[src/rtl/freq_counter_pkg.sv]
// ----------------------------------------------------------------------------
// freq_counter_pkg
//  Shared definitions for the frequency-counter tile: gate-window FSM state
//  encoding, gate timer / period register width and the period loaded at
//  reset. Used by the gate sequencer, the edge counter and the testbench.
// ----------------------------------------------------------------------------
package freq_counter_pkg;

   // Width of the period register and of the gate timer.
   localparam int PERIOD_W = 12;

   // Window length (clk cycles) in force after reset.
   localparam logic [PERIOD_W-1:0] DEFAULT_PERIOD = 12'd1000;

   // Encoding is visible on dbg_state, so values are fixed explicitly.
   typedef enum logic [1:0] {
      ST_IDLE  = 2'd0,
      ST_CLEAR = 2'd1,
      ST_COUNT = 2'd2,
      ST_LATCH = 2'd3
   } state_t;

endpackage : freq_counter_pkg

[src/rtl/sync_rise_detect.sv]
// ----------------------------------------------------------------------------
// sync_rise_detect
//  Two-flop synchronizer for an asynchronous pin followed by a rising-edge
//  detector. rise_o is high for exactly one clk cycle per low-to-high
//  transition of the synchronized level; a level held high gives one pulse.
//
//  Ports
//   clk      in   system clock
//   rst_n    in   async active-low reset
//   async_i  in   asynchronous input pin
//   rise_o   out  one-cycle pulse on a synchronized rising edge
// ----------------------------------------------------------------------------
module sync_rise_detect (
   input  logic clk,
   input  logic rst_n,
   input  logic async_i,
   output logic rise_o
);

   logic [1:0] sync_q;   // [0] may go metastable, [1] is the clean level
   logic       prev_q;   // synchronized level one cycle earlier

   always_ff @(posedge clk or negedge rst_n) begin
      if (!rst_n) begin
         sync_q <= 2'b00;
         prev_q <= 1'b0;
      end else begin
         // NOTE: non-blocking assignments make every flop sample the old value
         // of its predecessor, which is what turns these lines into a shift
         // chain instead of collapsing them into a single wire.
         sync_q <= {sync_q[0], async_i};
         prev_q <= sync_q[1];
      end
   end

   // Pin high at edge k: sync_q[1] rises at edge k+1, so the pulse spans the
   // cycle between edges k+1 and k+2 and is consumed at edge k+2.
   assign rise_o = sync_q[1] & ~prev_q;

endmodule : sync_rise_detect

[src/rtl/freq_gate_sequencer.sv]
// ----------------------------------------------------------------------------
// freq_gate_sequencer
//  Gate-window controller for the frequency counter. Holds the measurement
//  period, times each window in clk cycles and issues the clear / enable /
//  latch strobes to the edge counter and the display latch.
//
//  Frame when free running: CLEAR (1) -> COUNT (period) -> LATCH (1) -> ...
//  A reload of the period or a drop of ena aborts the current window without
//  a latch strobe, so the display only ever captures complete windows.
//
//  Ports
//   clk            in   system clock
//   rst_n          in   async active-low reset
//   ena            in   tile enable; low forces IDLE
//   load_period    in   async pin; each rising edge reloads the period
//   period_in      in   new period (quasi-static while load_period toggles)
//   cnt_clr        out  clear edge counter (one-cycle pulse, CLEAR state)
//   cnt_en         out  edge counter gate (high throughout COUNT)
//   latch_stb      out  capture edge count into display (LATCH state)
//   dbg_state      out  current state encoding
//   dbg_clk_count  out  low three bits of the gate timer
// ----------------------------------------------------------------------------
module freq_gate_sequencer
   import freq_counter_pkg::*;
(
   input  logic                clk,
   input  logic                rst_n,
   input  logic                ena,
   input  logic                load_period,
   input  logic [PERIOD_W-1:0] period_in,
   output logic                cnt_clr,
   output logic                cnt_en,
   output logic                latch_stb,
   output logic [1:0]          dbg_state,
   output logic [2:0]          dbg_clk_count
);

   state_t              state_q,    state_d;
   logic [PERIOD_W-1:0] period_q,   period_d;
   logic [PERIOD_W-1:0] gate_cnt_q, gate_cnt_d;
   logic                load_pulse;
   logic                terminal;

   sync_rise_detect u_load_sync (
      .clk     (clk),
      .rst_n   (rst_n),
      .async_i (load_period),
      .rise_o  (load_pulse)
   );

   // Last COUNT cycle. Only evaluated with period_q != 0, so the subtraction
   // never underflows and the timer never needs to pass 2^PERIOD_W-2.
   assign terminal = (gate_cnt_q == period_q - 1'b1);

   // ------------------------------------------------------------------
   // State register, period register and gate timer
   // ------------------------------------------------------------------
   always_ff @(posedge clk or negedge rst_n) begin
      if (!rst_n) begin
         state_q    <= ST_IDLE;
         period_q   <= DEFAULT_PERIOD;
         gate_cnt_q <= '0;
      end else begin
         state_q    <= state_d;
         period_q   <= period_d;
         gate_cnt_q <= gate_cnt_d;
      end
   end

   // ------------------------------------------------------------------
   // Next-state logic. Priority: !ena > load_pulse > terminal count.
   // ------------------------------------------------------------------
   always_comb begin
      // NOTE: every combinational output gets a default before any branch;
      // a path that leaves it unassigned would infer a latch.
      state_d = state_q;
      if (!ena) begin
         state_d = ST_IDLE;
      end else if (load_pulse) begin
         // Abort: skip LATCH so a partial window is never displayed.
         state_d = (period_in == '0) ? ST_IDLE : ST_CLEAR;
      end else begin
         case (state_q)
            ST_IDLE:  if (period_q != '0) state_d = ST_CLEAR;
            ST_CLEAR: state_d = (period_q == '0) ? ST_IDLE : ST_COUNT;
            ST_COUNT: begin
               if (period_q == '0)   state_d = ST_IDLE;
               else if (terminal)    state_d = ST_LATCH;
            end
            ST_LATCH: state_d = (period_q == '0) ? ST_IDLE : ST_CLEAR;
            default:  state_d = ST_IDLE;
         endcase
      end
   end

   // Period reload happens regardless of state so the new value is ready
   // for the COUNT that follows the abort.
   always_comb begin
      period_d = load_pulse ? period_in : period_q;
   end

   // Gate timer: zeroed in CLEAR, counts in COUNT, holds otherwise.
   always_comb begin
      gate_cnt_d = gate_cnt_q;
      case (state_q)
         ST_CLEAR: gate_cnt_d = '0;
         ST_COUNT: gate_cnt_d = gate_cnt_q + 1'b1;
         default:  gate_cnt_d = gate_cnt_q;
      endcase
   end

   // ------------------------------------------------------------------
   // Moore output decode
   // ------------------------------------------------------------------
   always_comb begin
      cnt_clr       = (state_q == ST_CLEAR);
      cnt_en        = (state_q == ST_COUNT);
      latch_stb     = (state_q == ST_LATCH);
      dbg_state     = state_q;
      dbg_clk_count = gate_cnt_q[2:0];
   end

endmodule : freq_gate_sequencer

[config.mk]
export PLATFORM = sky130hd
export DESIGN_NAME = freq_gate_sequencer
export DESIGN_NICKNAME = d
export VERILOG_FILES = /design/src/rtl/freq_counter_pkg.sv /design/src/rtl/sync_rise_detect.sv /design/src/rtl/freq_gate_sequencer.sv
export SDC_FILE = /design/constraint.sdc
export NUM_CORES = 1
export LEC_CHECK = 0
export ABC_AREA = 1
export BUFFER_PORTS_ARGS = -buffer_cell sky130_fd_sc_hd__buf_2
export CAP_MARGIN = 20
export CORE_MARGIN = 4
export CORE_UTILIZATION = 42
export CTS_CLUSTER_DIAMETER = 80
export DETAILED_ROUTE_END_ITERATION = 10
export GPL_TIMING_DRIVEN = 0
export RECOVER_POWER = 25
export SYNTH_ARGS = -nofsm -noshare
export SYNTH_HDL_FRONTEND = slang
export SYNTH_SLANG_ARGS = --single-unit
export TNS_END_PERCENT = 1
[constraint.sdc]
create_clock -name clk -period 2.6 [get_ports clk]
set_input_delay 0.78 -clock clk [delete_from_list [all_inputs] [get_ports clk]]
set_output_delay 0.78 -clock clk [all_outputs]
set_load 0.02 [all_outputs]
==> results of run 1 <==
[through the flow]
step	instances	setup WS (ns)	utilization	hold WS [ns]	total power, mW
global route	340	0.254	0.511	0.376	1.20
detailed placement	332	0.513	0.492	0.342	0.776
floorplan	259	0.625	-	0.331	0.699
global placement	332	0.549	0.492	0.353	0.772
finish	340	0.505	0.511	0.362	1.12
CTS	340	0.478	0.512	0.366	1.13
[layout by cell type (no fill, tap or decap), types with 2 or more instances in the layout]
cell type,instances
nor2_2,4
buf_4,3
clkbuf_1,4
nand2_1,82
nand3_1,16
dfstp_2,6
ha_1,7
inv_1,33
xor2_1,5
o21ai_0,16
xnor2_1,4
inv_2,3
clkbuf_8,5
buf_2,22
nand4_1,2
nor4_1,3
nor2_1,32
clkinv_2,2
dfrtp_1,23
a21oi_1,5
[path summary, 6_finish.rpt]
kind,cells past startpoint,end
worst min register to register,0,u_load_sync.sync_q[1]
worst min-delay path,0,u_load_sync.sync_q[1]
worst max register to register,14,gate_cnt_q[11]
worst max-delay path,3,cnt_en
max in group asynchronous,1,period_q[0]
min in group asynchronous,1,gate_cnt_q[4]
[flip-flops by register name, summed over array words and instances (netlist names)]
signal / flops
gate_cnt_q: 12
dbg_state: 2
u_load_sync.sync_q: 2
period_q: 12
u_load_sync.prev_q: 1
[power by group through the flow]
stage / logic (mW) / clock network, mW / registers [mW]
after floorplan: 0.174 / 0 / 0.525
after global placement: 0.242 / 0 / 0.530
after detailed placement: 0.246 / 0 / 0.530
after CTS: 0.247 / 0.366 / 0.522
after global routing: 0.285 / 0.388 / 0.528
final: 0.243 / 0.355 / 0.522
[kinds of logic after synthesis]
group,after synthesis,synth area share
compound gates,22,0.0603
simple gates,150,0.360
fa+ha+maj,7,0.0475
flops,29,0.397
buf+inv,42,0.0922
xor+xnor,9,0.0427
[routing by layer]
metal  vias to the layer above  global-route usage
met5                         -                   0
met4                         0              0.0534
met3                         6              0.0419
met2                        29               0.248
met1                       701               0.226
li1                        871                   -
[layout make-up]
| type | instances | area [um2] |
|---|---|---|
| Sequential cell | 29 | 733 |
| Timing Repair Buffer | 23 | 114 |
| Inverter | 36 | 135 |
| Buffer | 6 | 35.0 |
| Clock inverter | 2 | 10.0 |
| Fill cell | 437 | 2010 |
| Tap cell | 50 | 62.6 |
| Clock buffer | 6 | 72.6 |
| Multi-Input combinational cell | 188 | 942 |
==> results.cfg, run 1 <==
[setup_path]
crit_type = flop to output port
cp_slowest_cell = dfrtp_1
crit_path_max_incr_delay_ns = 0.43
end_kind = output port
reg2reg_from = dbg_state[0]
critPathBufInv = 2
worstPathArrival_ns = 1.32
crit_chain = inv_1 > ha_1 > buf_2
ff2ff_setup_slack_ns = 0.51
startpoint_type = flop
critPathMaxFanout = 6
required_ns = 1.82
cp_top_family = flip-flops
crit_start = dbg_state[0]

[floorplanning]
die_w_um = 74.3
die_area_um2 = 5520
core.rowCount = 23
die_h_um = 74.3
pin_count = 24
initial_utilization = 0.448
core_um2 = 4120

[synthesis]
synth_ff_type = dfrtp_1
syn_nets = 282
seq_area_frac_synth = 0.397
yosysMostFrequentCell = nand2_1
avgSynthCellArea_um2 = 7.13
synth_area_leaders = dfrtp_1 31%, nand2_1 17%, dfstp_2 8.5%
synth_edf_count = 0
yosys.area.top_type = dfrtp_1
ys_ff_latch = 29
ys_types = 30
syn-instance-count = 259
yosys-top-cells-count = 82 x nand2_1, 33 x inv_1, 32 x nor2_1, 23 x dfrtp_1
yosysTopAreaCellShare = 0.312
syn_area_um2 = 1850
yosys_warnings = 0
synthArstFlopShare = 1.00

[route]
routed_via_density = 4.73
wl_met2_um = 1640
drc_errors = 0
vias = 1607
wire_per_inst_um = 11.3
dr.pass1.iters = 4
drtIter0Drc = 64
ant_nets = 0
wl_um = 3840
wl_met1_um = 1970
highest_layer = met4
wl_met3_um = 179

[pwr]
internal-power_mw = 0.762
swShare = 0.319
clkPwrFrac = 0.317
ir_worst_vdd_uv = 263
p_per_area_nw_per_um2 = 532
p_seq_frac = 0.466
p_leak_nw = 1.08
p_switching_mw = 0.357
combPwrFrac = 0.217

[sta]
rsz0062_at_grt = false
skew_ns = 0.00425
final.setup.tns_ns = 0
worstMarginPinSlew_ns = 1.51
setup_viol = 0
relSlewSlack = -0.00731
min_period_ns = 2.10
fin_crit_sh = 0.806
hold_viol_final = 0
fmax_mhz = 477
drv_slew = 30

[clock_network]
cts_hold_buf = 0
cts_setup_buffers = 0
clkSinkCount = 29
clk_pin_slew_ns = 0.06
cts.htree.levels = 2
clock_latency_ns = 0.28
clock-root-buffer = clkbuf_8
cts_buffer_depth = 2
cts_tree = built
cts_buffers = 5
cts.repair.resized = 0

[finish]
nets = 312
syn_to_final_growth_pct = 14.0
drive_gt1_frac = 0.179
antennaDiodeCount = 0
postLayoutCellArea_um2 = 2100

[place]
dp_hpwl_um = 3120
gp_congestion = 0.831
portBuffers = 23
dpl-instance-area_um2 = 2020

[global_routing]
grt_overflow = 0
antenna_found_initial = 0
first_global_vias = 1551
grt_max_degree = 30
grt_pass1_wl_um = 6840
track_usage = 0.162

[job]
maxCapViolCount = 1

[run_status]
violations = max-capacitance violations, max-slew violations
status = finished, violations left

[hold_path]
holdCritStartpoint = u_load_sync.sync_q[0]
hold_path.class = flop to flop
Power figures use the tool's default switching activity.
==> run 2, diff against run 1 <==
Clock period 2.6 ns to 2.2 ns, I/O delays scaled along.
==> run 2 against run 1 <==
Net effect: the run still ends with max-capacitance violations, max-slew violations left; wire length up 0.16%; clock skew about the same; sequential share of layout area down 0.17 points; sequential cell count unchanged; clock power up 18%; clock-buffer cell count unchanged; via count up 0.12%.
==> results.cfg, run 2 (synthesized netlist as in run 1, its figures left out) <==
[run_status]
status = finished, violations left
violations = max-capacitance violations, max-slew violations

[finish]
drive_gt1_frac = 0.190
syn_to_final_growth_pct = 14.8
layout_commonest_cell = nand2_1
nets = 312
final_cells = 340
fillerInstances = 437
final_cell_mix = 82 x nand2_1, 32 x inv_1, 32 x nor2_1, 22 x dfrtp_1, 22 x buf_2
antennaDiodeCount = 0
largestRegisters = gate_cnt_q (12), period_q (12)
postLayoutCellArea_um2 = 2120

[clock_network]
clock-root-buffer = clkbuf_8
cts.htree.levels = 2
clk_pin_slew_ns = 0.06
clock_latency_ns = 0.28
clkSinkCount = 29
cts_tree = built
cts_buffer_depth = 2
cts_buffers = 5

[pwr]
clkPwrFrac = 0.315
p_seq_frac = 0.464
internal-power_mw = 0.906
p_leak_nw = 1.07
swShare = 0.318
ir_worst_vdd_uv = 314
p_switching_mw = 0.423
p_per_area_nw_per_um2 = 628
combPwrFrac = 0.221

[setup_path]
crit_type = flop to output port
startpoint_type = flop
critPathMaxFanout = 6
required_ns = 1.54
worstPathArrival_ns = 1.35
end_kind = output port

[place]
dp_hpwl_um = 3120
dpl-instance-area_um2 = 2020
placedCellCount = 332
gp_congestion = 0.831
portBuffers = 23
post-place-ws_ns = 0.113

[global_routing]
grt-busiest-layer = met2
use_met2 = 0.248
grt_overflow = 0
grt_use_met3 = 0.0419
track_usage = 0.162
antenna_found_initial = 0
grtUsageMet1 = 0.226
grt_max_degree = 30
grt_pass1_wl_um = 6840
first_global_vias = 1551

[route]
routed_via_density = 4.73
dr.pass1.iters = 4
wl_um = 3850
drtIter0Drc = 72
vias = 1609
ant_nets = 0
wire_per_inst_um = 11.3
drc_errors = 0

[floorplanning]
die_w_um = 74.3
core_um2 = 4120
initial_utilization = 0.448
pin_count = 24
core.rowCount = 23
die_area_um2 = 5520
die_h_um = 74.3

[sta]
relSlewSlack = -0.0102
worstMarginPinSlew_ns = 1.52
hold_viol_final = 0
setup_viol = 0
skew_ns = 0.00403
min_period_ns = 2.01
setup_ws_ns = 0.192
fin_crit_sh = 0.913
drv_slew = 30
final.setup.tns_ns = 0
rsz0062_at_grt = false
fmax_mhz = 498

[job]
maxCapViolCount = 1

[hold_path]
hold_path.class = flop to flop
-- run 2: cell count changes in the layout (fill, tap and decap cells not counted) --
cell	change
inv_2	+1
ha_1	-1
dfrtp_1	-1
dfrtp_2	+1
inv_1	-1
ha_4	+1
-- run 2: critical path: stages (launching register included) --
cell,delay [ns]
dfrtp_2,0.44
inv_1,0.14
ha_1,0.29
buf_2,0.20
-- run 2: path summary, 6_finish.rpt --
path                                       start                     to  slack, ns  depth (start not counted)
min reg2reg                u_load_sync.sync_q[0]  u_load_sync.sync_q[1]       0.36                          0
min                        u_load_sync.sync_q[0]  u_load_sync.sync_q[1]       0.36                          0
max reg2reg                         dbg_state[1]         gate_cnt_q[11]       0.23                         14
min in group asynchronous                  rst_n          gate_cnt_q[4]       0.74                          1
max in group asynchronous                  rst_n           dbg_state[0]       0.46                          1
max                                 dbg_state[0]                 cnt_en       0.19                          3
-- run 2: area by class of cell --
| type | instances | area, um2 | area share |
|---|---|---|---|
| Timing Repair Buffer | 23 | 114 | 0.0538 |
| Buffer | 6 | 35.0 | 0.0165 |
| Tap cell | 50 | 62.6 | 0.0295 |
| Clock buffer | 6 | 72.6 | 0.0343 |
| Sequential cell | 29 | 734 | 0.347 |
| Inverter | 36 | 135 | 0.0638 |
| Multi-Input combinational cell | 188 | 955 | 0.451 |
| Clock inverter | 2 | 10.0 | 0.00473 |
-- run 2: metrics by stage --
step                      utilization  total power [mW]  hold slack, ns
after floorplan                     -             0.827           0.331
after CTS                       0.512              1.34           0.366
final                           0.515              1.33           0.362
after global routing            0.515              1.43           0.376
after global placement          0.492             0.912           0.353
after detailed placement        0.492             0.917           0.342
-- run 2: layer usage --
metal  vias up  wire [um]
li1        868          -
met3         6        197
met5         -          0
met4         0         51
met2        33       1650
met1       702       1950
-- run 2: repair_timing --
action / in CTS / in global routing
gates resized for setup: 0 / 4
hold buffers: 0 / 0
endpoints found under the setup margin: 0 / 4
setup buffers: 0 / 0
-- run 2: power groups by stage --
stage | combinational (mW) | sequential (mW) | clock [mW]
6_report | 0.293 | 0.617 | 0.419
5_1_grt | 0.344 | 0.624 | 0.459
4_1_cts | 0.291 | 0.617 | 0.432
3_5_place_dp | 0.290 | 0.626 | 0
3_3_place_gp | 0.285 | 0.627 | 0
2_1_floorplan | 0.206 | 0.621 | 0
